**src/rtl/mem_dump_reader_if.sv**
```systemverilog
// Bus bundle for the dump reader: read-only RAM port plus the byte stream to the UART.
interface mem_dump_reader_if #(
  parameter int ADDR_WIDTH = 13
);
  logic [ADDR_WIDTH-1:0] mem_addr;
  logic                  mem_en;
  logic [31:0]           mem_dout;
  logic [7:0]            tx_data;
  logic                  tx_valid;
  logic                  tx_ready;

  modport master (
    output mem_addr, mem_en, tx_data, tx_valid,
    input  mem_dout, tx_ready
  );

  modport slave (
    input  mem_addr, mem_en, tx_data, tx_valid,
    output mem_dout, tx_ready
  );
endinterface

```
**src/rtl/mem_dump_reader.sv**
```systemverilog
// Debug dump reader: walks a block of RAM words and streams them out MSB byte first.
module mem_dump_reader #(
  parameter int ADDR_WIDTH  = 13,
  parameter int MEM_LATENCY = 1
) (
  input  logic                  clk,
  input  logic                  reset,
  input  logic                  start,
  input  logic [ADDR_WIDTH-1:0] base_addr,
  input  logic [ADDR_WIDTH:0]   word_count,
  mem_dump_reader_if.master     bus,
  output logic                  busy,
  output logic                  done
);

  typedef enum logic [2:0] {IDLE, REQ, WAIT, SEND, SKIP, FIN} state_t;

  localparam logic [ADDR_WIDTH:0] ONE_WORD = (ADDR_WIDTH+1)'(1);
  localparam logic [1:0]          LAT_LAST = 2'(MEM_LATENCY - 1);

  state_t                state;
  logic [ADDR_WIDTH-1:0] addr;
  logic [ADDR_WIDTH:0]   remaining;
  logic [1:0]            lat_cnt;
  logic [31:0]           shreg;
  logic [1:0]            byte_idx;
  logic                  mem_en_r;
  logic                  tx_valid_r;

  // addr doubles as the registered RAM address; it is advanced on the same
  // edge that raises mem_en so the REQ cycle already presents the next word.
  assign bus.mem_addr = addr;
  assign bus.mem_en   = mem_en_r;
  assign bus.tx_data  = shreg[31:24];
  assign bus.tx_valid = tx_valid_r;

  always_ff @(posedge clk) begin
    if (reset) begin
      state      <= IDLE;
      addr       <= '0;
      remaining  <= '0;
      lat_cnt    <= '0;
      shreg      <= '0;
      byte_idx   <= '0;
      mem_en_r   <= 1'b0;
      tx_valid_r <= 1'b0;
      busy       <= 1'b0;
      done       <= 1'b0;
    end else begin
      mem_en_r <= 1'b0;
      done     <= 1'b0;
      case (state)
        IDLE: begin
          if (start) begin
            addr      <= base_addr;
            remaining <= word_count;
            busy      <= 1'b1;
            if (word_count == '0) begin
              state <= SKIP;
            end else begin
              mem_en_r <= 1'b1;
              state    <= REQ;
            end
          end
        end
        REQ: begin
          lat_cnt <= LAT_LAST;
          state   <= WAIT;
        end
        WAIT: begin
          if (lat_cnt == 2'd0) begin
            shreg      <= bus.mem_dout;
            byte_idx   <= 2'd0;
            tx_valid_r <= 1'b1;
            state      <= SEND;
          end else begin
            lat_cnt <= lat_cnt - 2'd1;
          end
        end
        SEND: begin
          if (bus.tx_ready) begin
            shreg    <= {shreg[23:0], 8'h00};
            byte_idx <= byte_idx + 2'd1;
            if (byte_idx == 2'd3) begin
              tx_valid_r <= 1'b0;
              addr       <= addr + 1'b1;
              remaining  <= remaining - 1'b1;
              if (remaining == ONE_WORD) begin
                busy  <= 1'b0;
                done  <= 1'b1;
                state <= FIN;
              end else begin
                mem_en_r <= 1'b1;
                state    <= REQ;
              end
            end
          end
        end
        // Zero-length dump: one busy cycle, then the done pulse.
        SKIP: begin
          busy  <= 1'b0;
          done  <= 1'b1;
          state <= FIN;
        end
        FIN:     state <= IDLE;
        default: state <= IDLE;
      endcase
    end
  end

endmodule
```
**src/flat_wrapper.sv**
```systemverilog
// flat-port wrapper written by rule: the top's interface ports become plain ports
module mem_dump_reader_flat 
#(
  parameter int ADDR_WIDTH  = 13,
  parameter int MEM_LATENCY = 1
)
  (clk, reset, start, base_addr, word_count, busy, done, bus_mem_addr, bus_mem_en, bus_tx_data, bus_tx_valid, bus_mem_dout, bus_tx_ready);
  mem_dump_reader_if #(.ADDR_WIDTH(ADDR_WIDTH)) bus_i ();
  input  logic clk;
  input  logic reset;
  input  logic start;
  input  logic [ADDR_WIDTH-1:0] base_addr;
  input  logic [ADDR_WIDTH:0] word_count;
  output logic busy;
  output logic done;
  output wire logic [$bits(bus_i.mem_addr)-1:0] bus_mem_addr;
  output wire logic [$bits(bus_i.mem_en)-1:0] bus_mem_en;
  output wire logic [$bits(bus_i.tx_data)-1:0] bus_tx_data;
  output wire logic [$bits(bus_i.tx_valid)-1:0] bus_tx_valid;
  input wire logic [$bits(bus_i.mem_dout)-1:0] bus_mem_dout;
  input wire logic [$bits(bus_i.tx_ready)-1:0] bus_tx_ready;
  assign bus_mem_addr = bus_i.mem_addr;
  assign bus_mem_en = bus_i.mem_en;
  assign bus_tx_data = bus_i.tx_data;
  assign bus_tx_valid = bus_i.tx_valid;
  assign bus_i.mem_dout = bus_mem_dout;
  assign bus_i.tx_ready = bus_tx_ready;
  mem_dump_reader #(.ADDR_WIDTH(ADDR_WIDTH), .MEM_LATENCY(MEM_LATENCY)) u_core (.clk(clk), .reset(reset), .start(start), .base_addr(base_addr), .word_count(word_count), .bus(bus_i), .busy(busy), .done(done));
endmodule
```
**config.mk**
```make
export PLATFORM = sky130hd
export DESIGN_NAME = mem_dump_reader_flat
export DESIGN_NICKNAME = d
export VERILOG_FILES = /design/src/rtl/mem_dump_reader_if.sv /design/src/rtl/mem_dump_reader.sv /design/src/flat_wrapper.sv
export SDC_FILE = /design/constraint.sdc
export NUM_CORES = 1
export LEC_CHECK = 0
export ABC_AREA = 1
export BUFFER_PORTS_ARGS = -buffer_cell sky130_fd_sc_hd__buf_2
export CORE_MARGIN = 4
export CORE_UTILIZATION = 45
export CTS_BUF_LIST = sky130_fd_sc_hd__clkbuf_8
export DETAILED_ROUTE_END_ITERATION = 10
export HOLD_SLACK_MARGIN = 0.05
export PLACE_DENSITY = 0.8
export SLEW_MARGIN = 20
export SYNTH_ARGS = -nofsm -noshare
export SYNTH_HDL_FRONTEND = slang
export SYNTH_SLANG_ARGS = --single-unit
```
**constraint.sdc**
```tcl
create_clock -name clk -period 1.9 [get_ports clk]
set_input_delay 0.19 -clock clk [delete_from_list [all_inputs] [get_ports clk]]
set_output_delay 0.19 -clock clk [all_outputs]
set_load 0.02 [all_outputs]
```
After elaboration in Yosys (flattened, before gate mapping)
Index checks and enable logic that the tools add are counted.
- register bits: 70
- output and inout port bits: 25
- word-level logic and storage cells: 81
- add/subtract/negate cells: 4
- equality and inequality tests: 12
- muxes and demuxes: 42
- reduce and logical (&&, ||, !) cells: 13
- operators with widths (cell ; number):
    $mux 32 ; 2
    $pmux 32 s2 ; 1
    $mux 14 ; 3
    $mux 13 ; 3
    $pmux 14 s2 ; 1
    $pmux 13 s2 ; 1
    $mux 3 ; 6
    $mux 1 ; 15
    $pmux 3 s5 ; 1
    $eq 14x1->1 const B ; 1
    $logic_not 14->1 ; 1
    $sub 14x1->14 const B ; 1
    $add 13x1->13 const B ; 1
    $reduce_and 4->1 ; 3
    $pmux 2 s2 ; 2
    $eq 3x2->1 const B ; 2
    $mux 2 ; 3
    $ne 2x1->1 const B ; 3
    $ne 2x2->1 const B ; 3
    $pmux 1 s2 ; 3
    $reduce_bool 2->1 ; 3
    $reduce_and 5->1 ; 1
    $eq 3x1->1 const B ; 1
    $eq 3x3->1 const B ; 1
    other kinds (9) ; 9

Longest topological paths before layout
Gate-level depths: netlist of run 1.
- depth in word-level cells: 5
- depth in mapped cells: 11

Least setup slack after synthesis of run 1
OpenSTA, ideal clock, no wires.
- path type: register to register
- start: register u_core.addr[0], in the netlist u_core.bus.mem_addr[0]
- end: register u_core.addr[12], in the netlist u_core.bus.mem_addr[12]
- library setup time: 0.132 ns
- arrival: 1.445 ns
- required time: 1.768 ns
- path slack: 0.323 ns
- cell stages (with the launch flop): 9
- buffers on the path: 0
- period minus slack after synthesis: 1.577 ns
- cells stage by stage: dfxtp_1 > ha_1 > nand3_1 > nor2_1 > nand3_1 > nand2_1 > nand3_1 > nand2_1 > a21oi_1
- word-level cells in the longest chain between the ends: 4
- ends and longest elaborated chain (what ; line ; RTL):
    start: declaration ; mem_dump_reader.sv:22 ; logic [ADDR_WIDTH-1:0] addr;
    start signal: assignment ; mem_dump_reader.sv:55 ; addr <= base_addr;
    start signal: assignment ; mem_dump_reader.sv:86 ; addr <= addr + 1'b1;
    $add 13x1->13 ; mem_dump_reader.sv:86 ;
    $mux 13 ; mem_dump_reader.sv:84 ; if (byte_idx == 2'd3) begin
    $mux 13 ; mem_dump_reader.sv:81 ; if (bus.tx_ready) begin
    $pmux 13 s2 ; mem_dump_reader.sv:52 ; case (state)
No other way between the ends. The select of a mux whose other input is x is not followed.
A chain may end at the register's enable or synchronous reset.

Worst setup path in the final report of run 1
- start: register u_core.state[2]
- end: register u_core.byte_idx[1]
- word-level cells in the longest chain between the ends: 3
- elaborated cells on any way between the ends: 7
- ends and longest elaborated chain (what ; line ; RTL):
    start: declaration ; mem_dump_reader.sv:21 ; state_t state;
    start signal: assignment ; mem_dump_reader.sv:39 ; state <= IDLE;
    start signal: assignment ; mem_dump_reader.sv:59 ; state <= SKIP;
    start signal: assignment ; mem_dump_reader.sv:62 ; state <= REQ;
    $eq 3x2->1 ; mem_dump_reader.sv:52 ;
    $ne 2x1->1 (no line), or another cell as far along ; - ;
    $reduce_and 3->1 (no line) ; - ;
    end signal: assignment ; mem_dump_reader.sv:83 ; byte_idx <= byte_idx + 2'd1;
    end: declaration ; mem_dump_reader.sv:26 ; logic [1:0] byte_idx;
Several ways; a longest one is shown, not always the timed one.

==> impl_metrics.json, run 1 <==
{
  "synthArstFlopShare_pct": 0,
  "critPathMaxFanout": 27,
  "cts_buffers": 9,
  "drt_wl_total_um": 10200,
  "ff2ff_setup_slack_ps": 190,
  "grt_first_pass_wirelength_um": 16800,
  "cellPowerDensity_mw_per_mm2": 1570,
  "holdWs_ps": 117,
  "fp.dieW_um": 101,
  "drv_slew": 0,
  "n_fill_cell": 793,
  "synth-main-ff-cell": "dfxtp_1",
  "endpoint": "u_core.byte_idx[1]",
  "min_period_ps": 1710,
  "fin_ws_ps": 185,
  "drt_iter0_drc": 260,
  "dp_slack_ps": 187,
  "path_cells": "inv_2 > nand2_2 > nor2_4 > nand2_2 > a21oi_4 > buf_4 > nand3_1 > a21oi_1",
  "end_kind": "flop",
  "path_clk_slew_ps": 80,
  "place.gp.congestion": 0.899,
  "yosys-top-cells-area": "dfxtp_1, nand2_1, nor2_1, o21ai_0, nand3_1",
  "max_slew_margin_pct": 63.3,
  "antenna_found_initial": 0,
  "clock_latency_ps": 340,
  "gr-total-overflow": 0,
  "max_freq_mhz": 583,
  "initial_core_util_pct": 46.8,
  "core_mm2": 0.00830,
  "setup_viol": 0,
  "cpMaxStageDelayCell": "dfxtp_1",
  "clock_path_buffers": 2,
  "hold_viol_final": 0,
  "synth_warnings": 0,
  "r2r_start": "u_core.state[2]",
  "drc": 0,
  "final_nets": 769,
  "die_h_um": 101,
  "worst_path_most_repeated_cell": "nand2_2",
  "die_area_mm2": 0.0102,
  "drive_gt1_share_pct": 17.8,
  "synth_top_area_cell": "dfxtp_1",
  "hpwl_um": 7110,
  "fin_worst_skew_ps": 5.60,
  "synth_top_area_share_pct": 36.1,
  "post-route-period-util_pct": 90.2,
  "max_stage_delay_ps": 350,
  "grt_pass1_vias": 3902,
  "drtAntennaViolNets": 0,
  "io_pins": 88,
  "postCtsSetupRepairBufs": 0,
  "post_drt_wl_per_cell_um": 12.5,
  "critPathArrivalTime_ps": 1980,
  "drv_cap": 0,
  "synth_seq_area_share_pct": 36.1,
  "ys_ff_latch": 70,
  "htreeDepth": 3,
  "tns_ps": 0,
  "outcome": "finished clean",
  "antenna_cells": 0,
  "cts_tree": "done",
  "reg2reg_depth": 8,
  "cp.required_ps": 2170,
  "grtUsageTotal_pct": 20.0,
  "syn-cell-area_mm2": 0.00389,
  "rsz0062_at_grt": "false",
  "layoutNonFillerInstCount": 811,
  "r2r_end": "u_core.byte_idx[1]",
  "place_inst": 795,
  "start_kind": "flop",
  "placement.io_buffers": 87,
  "hold_buffers": 0,
  "worst_ir_drop_vdd_mv": 0.728,
  "dr_total_vias": 4210,
  "cts_root_buf": "clkbuf_8",
  "avgSynthCellArea_um2": 6.15,
  "tightest_slew_ps": 549,
  "cts-resized-gates": 0,
  "area_growth_syn_to_layout_pct": 17.8,
  "crit_path_start": "u_core.state[2]",
  "via_per_inst": 5.19,
  "critical_path_class": "flop to flop",
  "hp-start": "bus_mem_dout[0]",
  "synth_edf_count": 0,
  "p_leak_uw": 0.00220,
  "cts_sinks": 70,
  "syn_nets": 700,
  "fp-row-count": 33,
  "grt_max_degree": 46,
  "hp-class": "input port to flop",
  "ys_types": 29,
  "drt-pass1-iter-count": 4,
  "netlist_instances": 632
}
## power breakdown
| group | total (µW) | switching, µW | internal (µW) |
|---|---|---|---|
| clock network | 1320 | 562 | 762 |
| logic | 3340 | 2190 | 1150 |
| registers | 2510 | 461 | 2050 |
## sequential cells by signal, summed over array words and instances (netlist names)
signal and count:
u_core.busy 1, u_core.lat_cnt 2, u_core.remaining 14, u_core.bus.mem_addr 13, u_core.done 1, u_core.bus.mem_en 1
u_core.byte_idx 2, u_core.shreg 32, u_core.bus.tx_valid 1, u_core.state 3
## synthesized netlist by cell type (all sizes together), types with 3 or more instances
cell type,number
nand2,205
nor2,127
dfxtp,70
o21ai,46
nand3,45
a21oi,41
inv,31
buf,23
clkbuf,16
ha,5
nand4,4
nand3b,3
o211ai,3
or2,3
## layout make-up
type / instances / area [µm²] / share of cell area [%]
inverters: 32 / 123 / 2.68
repair buffers: 97 / 536 / 11.7
well taps: 105 / 131 / 2.87
clock buffers: 10 / 138 / 3.01
clock inverters: 6 / 77.6 / 1.69
multi-input cells: 491 / 2170 / 47.4
flip-flops and latches: 70 / 1400 / 30.6
## critical path: cells and delay by family (launching register included)
family | cells | cell delay, ps
simple gates | 4 | 550
buf+inv | 2 | 430
flops | 1 | 350
compound gates | 2 | 300
## logic make-up (layout without fill, tap and decap cells)
logic type      after synthesis  in the layout  synth area share [%]
xor+xnor                      2              2                 0.451
fa+ha+maj                     5              5                  1.61
compound gates               95             95                  13.1
simple gates                389            389                  40.3
buf+inv                      71            145                  8.40
flops                        70             70                  36.1
## how the worst min path moves through the flow
stage	to	depth (start not counted)	slack, ps
CTS	u_core.shreg[0]	3	100
detailed placement	u_core.busy	2	450
floorplan	u_core.bus.mem_en	2	350
finish	u_core.shreg[0]	3	120
global route	u_core.shreg[0]	3	100
global placement	u_core.shreg[2]	2	450
## layout by cell type (no fill, tap or decap), types with 2 or more instances in the layout
cell type / n
clkbuf_8: 10
buf_2: 87
nand4_1: 4
buf_4: 8
ha_1: 5
a21oi_1: 40
o21ai_0: 46
nand3b_1: 3
buf_12: 2
dfxtp_1: 69
o211ai_1: 3
bufinv_16: 2
nor2_4: 2
nor2_1: 124
nand3_1: 44
o21a_1: 2
nand2_1: 202
or2_2: 3
inv_2: 2
clkinv_2: 2
o211a_1: 2
inv_1: 30
nand2_2: 3
## per-layer routing
metal	vias up	track usage (%)	wire, µm
met5	-	0	0
met4	0	6.44	165
met3	15	5.19	811
met2	151	34.3	4800
met1	1902	24.3	4380
li1	2142	-	-
## stage by stage
step | cell area (µm²) | util [%] | power (µW)
finish | 4580 | 55.2 | 7180
global route | 4580 | 55.2 | 7800
CTS | 4570 | 55.1 | 7180
detailed placement | 4360 | 52.5 | 5830
global placement | 4360 | 52.5 | 5710
floorplan | 3890 | - | 5060
Note: power is estimated with default switching activity, not from simulation.
==> inputs of run 2 (changes only) <==
ABC_CLOCK_PERIOD_IN_PS = 1900   (was unset)
REMOVE_ABC_BUFFERS = 1   (was unset)
==> run 2 against run 1 <==
Net effect: critical path type unchanged; sequential share of layout area decreased by 0.24 points; global-route usage increased by 0.092 points; routed wire length increased by 0.19%; first-iteration DRC count decreased by 43%; final cell count up 0.49%; total power up 1.6%; sequential cell count is the same; clock skew up 2.9 ps; largest cell class unchanged.
==> impl_metrics.json, run 2 (synthesis gave the netlist of run 1 again) <==
{
  "p_int_uw": 3990,
  "seqPwrFrac_pct": 34.5,
  "fp.dieW_um": 101,
  "setup_viol": 0,
  "hold_depth": 3,
  "cp.required_ps": 2140,
  "p_clk_share_pct": 18.5,
  "postCtsSetupRepairBufs": 0,
  "drt_wl_total_um": 10200,
  "largest-register": "u_core.shreg",
  "cts_sinks": 70,
  "drv_slew": 0,
  "drive_gt1_share_pct": 18.3,
  "area_growth_syn_to_layout_pct": 18.6,
  "largest_register_ffs": 32,
  "tightest_slew_ps": 464,
  "max_slew_margin_pct": 69.0,
  "placement.io_buffers": 87,
  "drt-pass1-iter-count": 5,
  "final_common_cell": "nand2_1",
  "pwr-share-comb_pct": 47.0,
  "hp-class": "input port to flop",
  "via_per_inst": 5.12,
  "final-seq-area_mm2": 0.00140,
  "grt_max_degree": 36,
  "hpwl_um": 7070,
  "outcome": "finished clean",
  "grtUsageTotal_pct": 20.0,
  "critPathMaxFanout": 34,
  "critical_path_class": "flop to flop",
  "layoutNonFillerInstCount": 815,
  "place.gp.congestion": 0.892,
  "antenna_found_initial": 0,
  "cts_root_buf": "clkbuf_8",
  "reg2reg_depth": 10,
  "post_drt_wl_per_cell_um": 12.5,
  "post-route-period-util_pct": 90.5,
  "p_leak_uw": 0.00222,
  "layout_common_cells": "nand2_1, nor2_1, buf_2",
  "multi_input_area_mm2": 0.00217,
  "postPlaceCellArea_mm2": 0.00439,
  "max_freq_mhz": 582,
  "htreeDepth": 3,
  "final_area_mm2": 0.00461,
  "cts_buffers": 9,
  "r2r_end": "u_core.bus.mem_addr[5]",
  "drt_iter0_drc": 147,
  "initial_core_util_pct": 46.8,
  "grt_first_pass_wirelength_um": 16900,
  "place_inst": 799,
  "tns_ps": 0,
  "drv_cap": 0,
  "start_kind": "flop",
  "min_to": "u_core.shreg[1]",
  "power.total_uw": 7290,
  "cellPowerDensity_mw_per_mm2": 1580,
  "drtAntennaViolNets": 0,
  "n_fill_cell": 799,
  "die_h_um": 101,
  "drc": 0,
  "final_nets": 773,
  "grt_pass1_vias": 3914,
  "critPathArrivalTime_ps": 1960,
  "dr_total_vias": 4176,
  "gr-total-overflow": 0,
  "worst_ir_drop_vdd_mv": 0.775,
  "min_period_ps": 1720,
  "io_pins": 88,
  "p_sw_uw": 3300,
  "hold_buffers": 0,
  "fp-row-count": 33,
  "clock_latency_ps": 340,
  "fin_worst_skew_ps": 8.54,
  "holdWs_ps": 122,
  "end_kind": "flop",
  "switching_share_pct": 45.3,
  "hp-start": "bus_mem_dout[1]",
  "antenna_cells": 0,
  "path_clk_slew_ps": 80,
  "cts-resized-gates": 0,
  "rsz0062_at_grt": "false",
  "clock_path_buffers": 2,
  "r2r_start": "u_core.state[0]",
  "hold_viol_final": 0,
  "die_area_mm2": 0.0102,
  "core_mm2": 0.00830,
  "ff2ff_setup_slack_ps": 180,
  "cts_tree": "done"
}
==> run 2: stage by stage <==
stage,utilization (%),setup WS [ps]
floorplan,-,-1010
global placement,52.9,263
detailed placement,52.9,215
CTS,55.5,186
global route,55.5,13.6
finish,55.5,181
==> run 2: area by class of cell <==
type                            instances  area share, %
Tap cell                              105           2.85
Inverter                               32           2.61
Clock buffer                            9           2.69
Timing Repair Buffer                  101           12.3
Clock inverter                          7           2.14
Sequential cell                        70           30.4
Multi-Input combinational cell        491           47.0
==> run 2: power groups by stage <==
stage,clock (µW),combinational (µW),sequential (µW)
final,1350,3430,2510
after global routing,1430,3890,2600
after CTS,1380,3430,2510
after detailed placement,0,3400,2530
after global placement,0,3290,2510
after floorplan,0,2080,2690
==> run 2: worst max path at each step <==
stage,startpoint,endpoint,cells past startpoint
after floorplan,u_core.state[0],u_core.remaining[3],8
after global placement,u_core.state[0],u_core.remaining[9],9
after detailed placement,u_core.state[0],u_core.shreg[7],7
after CTS,u_core.state[0],u_core.shreg[7],7
after global routing,u_core.state[0],u_core.remaining[8],8
final,u_core.state[0],u_core.bus.mem_addr[5],10
==> run 2: critical path, stage by stage, from the launching register on <==
cell	delay, ps
dfxtp_1	510
nand2_1	150
nor2_4	140
nand2_1	60
nand2_1	120
inv_2	80
nand2_2	80
buf_12	190
nor2_1	50
o21ai_0	160
nor2_1	60
==> run 2: per-layer routing <==
metal / wire [µm] / GRT usage [%] / vias to the layer above
li1: - / - / 2153
met1: 4450 / 25.1 / 1873
met2: 4900 / 34.3 / 139
met3: 705 / 3.94 / 11
met4: 120 / 6.95 / 0
met5: 0 / 0 / -
==> inputs of run 3 (changes only) <==
ABC_CLOCK_PERIOD_IN_PS = 2250   (was 1900)
PLACE_DENSITY = unset   (was 0.8)
PLACE_DENSITY_LB_ADDON = 0.25   (was unset)
clock period = 2.25 ns   (was 1.9 ns; I/O delays follow)
==> run 3 against run 2 <==
Net effect: via count fell by 2.0%; sequential share of layout area rose by 0.47 points; largest cell class unchanged; design area fell by 1.5%; highest routed layer unchanged; first-iteration DRC count rose by 29%; maximum frequency fell by 10%; setup slack improved by 160 ps.
==> impl_metrics.json, run 3 (synthesis gave the netlist of run 1 again) <==
{
  "outcome": "finished clean",
  "largest-register": "u_core.shreg",
  "hold_viol_final": 0,
  "drt_wl_total_um": 9960,
  "tns_ps": 0,
  "hp-class": "input port to flop",
  "p_leak_uw": 0.00218,
  "fp.dieW_um": 101,
  "grtUsageTotal_pct": 20.0,
  "holdWs_ps": 140,
  "cts_sinks": 70,
  "drt-pass1-iter-count": 5,
  "r2r_end": "u_core.remaining[8]",
  "initial_core_util_pct": 46.8,
  "drv_slew": 0,
  "layout_common_cells": "nand2_1, nor2_1, buf_2",
  "cts_root_buf": "clkbuf_8",
  "worst-path-buf-inv": 1,
  "setup_viol": 0,
  "place.gp.congestion": 0.934,
  "gr-total-overflow": 0,
  "tightest_slew_ps": 678,
  "critical_path_class": "flop to flop",
  "clock_path_buffers": 2,
  "hold_depth": 3,
  "largest_register_ffs": 32,
  "min_period_ps": 1910,
  "drtAntennaViolNets": 0,
  "drc": 0,
  "via_per_inst": 5.04,
  "switching_share_pct": 45.8,
  "drv_cap": 0,
  "min_to": "u_core.shreg[1]",
  "dr_total_vias": 4093,
  "drt_iter0_drc": 189,
  "placement.io_buffers": 87,
  "path_cells": "nand2_1 > nor2_4 > buf_4 > nand2_1 > o21ai_0 > nand2_1 > a21oi_1",
  "fp-row-count": 33,
  "hp-start": "bus_mem_dout[1]",
  "p_sw_uw": 2720,
  "path_clk_slew_ps": 80,
  "cts-resized-gates": 0,
  "antenna_found_initial": 0,
  "n_fill_cell": 839,
  "critPathArrivalTime_ps": 2180,
  "grt_pass1_vias": 3809,
  "end_kind": "flop",
  "area_growth_syn_to_layout_pct": 16.8,
  "cts_buffers": 9,
  "postCtsSetupRepairBufs": 0,
  "cellPowerDensity_mw_per_mm2": 1310,
  "cpLargestDelayFamily": "buffers and inverters",
  "io_pins": 88,
  "worst_path_most_repeated_cell": "nand2_1",
  "cp.required_ps": 2520,
  "clock_latency_ps": 350,
  "multi_input_area_mm2": 0.00217,
  "die_h_um": 101,
  "htreeDepth": 3,
  "cts_tree": "done",
  "final-seq-area_mm2": 0.00140,
  "seqPwrFrac_pct": 35.7,
  "cpMaxStageDelayCell": "buf_4",
  "p_int_uw": 3220,
  "r2r_start": "u_core.state[0]",
  "die_area_mm2": 0.0102,
  "rsz0062_at_grt": "false",
  "max_slew_margin_pct": 54.8,
  "critPathMaxFanout": 70,
  "ff2ff_setup_slack_ps": 340,
  "worst_ir_drop_vdd_mv": 0.592,
  "postLayoutCoreUtil_pct": 54.7,
  "max_stage_delay_ps": 560,
  "reg2reg_depth": 7,
  "post-route-period-util_pct": 84.9,
  "fin_worst_skew_ps": 7.95,
  "start_kind": "flop",
  "max_freq_mhz": 523,
  "hpwl_um": 6910,
  "grt_first_pass_wirelength_um": 16800,
  "drive_gt1_share_pct": 17.8,
  "p_clk_share_pct": 17.3,
  "post_drt_wl_per_cell_um": 12.3,
  "hold_buffers": 0,
  "core_mm2": 0.00830,
  "antenna_cells": 0,
  "final_nets": 770,
  "final_common_cell": "nand2_1",
  "pwr-share-comb_pct": 47.1,
  "grt_max_degree": 71
}
[run 3: metrics by stage]
stage | setup WS, ps | cell area [µm²] | total power, µW | std cells
global route | 162 | 4540 | 6500 | 812
finish | 339 | 4540 | 5940 | 812
floorplan | -655 | 3680 | 4030 | 593
global placement | 461 | 4340 | 4840 | 796
detailed placement | 390 | 4340 | 4930 | 796
CTS | 351 | 4540 | 5980 | 812
[run 3: final cells by class]
| cell class | instances | share of cell area, % |
|---|---|---|
| clock inverter | 6 | 1.38 |
| timing repair buffer | 98 | 11.4 |
| sequential | 70 | 30.9 |
| tap | 105 | 2.89 |
| multi-input combinational | 491 | 47.8 |
| clock buffer | 10 | 3.03 |
| inverter | 32 | 2.65 |
[run 3: worst max-delay path by stage]
stage	startpoint	to	slack (ps)	cells past startpoint
floorplan	u_core.state[0]	u_core.remaining[3]	-660	8
global placement	u_core.state[0]	u_core.remaining[3]	460	7
detailed placement	u_core.state[0]	u_core.remaining[8]	390	7
CTS	u_core.state[0]	u_core.remaining[8]	350	7
global route	u_core.state[0]	u_core.remaining[8]	160	7
finish	u_core.state[0]	u_core.remaining[8]	340	7
[run 3: power groups by stage]
stage               Clock, µW  Combinational [µW]  Sequential (µW)
floorplan                   0                1750             2270
CTS                      1050                2820             2110
global placement            0                2730             2120
global route             1110                3210             2190
finish                   1030                2800             2120
detailed placement          0                2800             2130
[run 3: routing by layer]
| layer | up-vias | routed length, µm | global-route usage, % |
|---|---|---|---|
| li1 | 2141 | - | - |
| met5 | - | 0 | 0 |
| met1 | 1808 | 4410 | 24.4 |
| met2 | 130 | 4640 | 34.5 |
| met4 | 0 | 157 | 6.65 |
| met3 | 14 | 749 | 4.91 |
[run 3: worst register-to-register path, cell delays in order, from the launching register on]
cell and delay [ps]:
dfxtp_1 500, nand2_1 150, nor2_4 110, buf_4 560
nand2_1 130, o21ai_0 200, nand2_1 70, a21oi_1 120
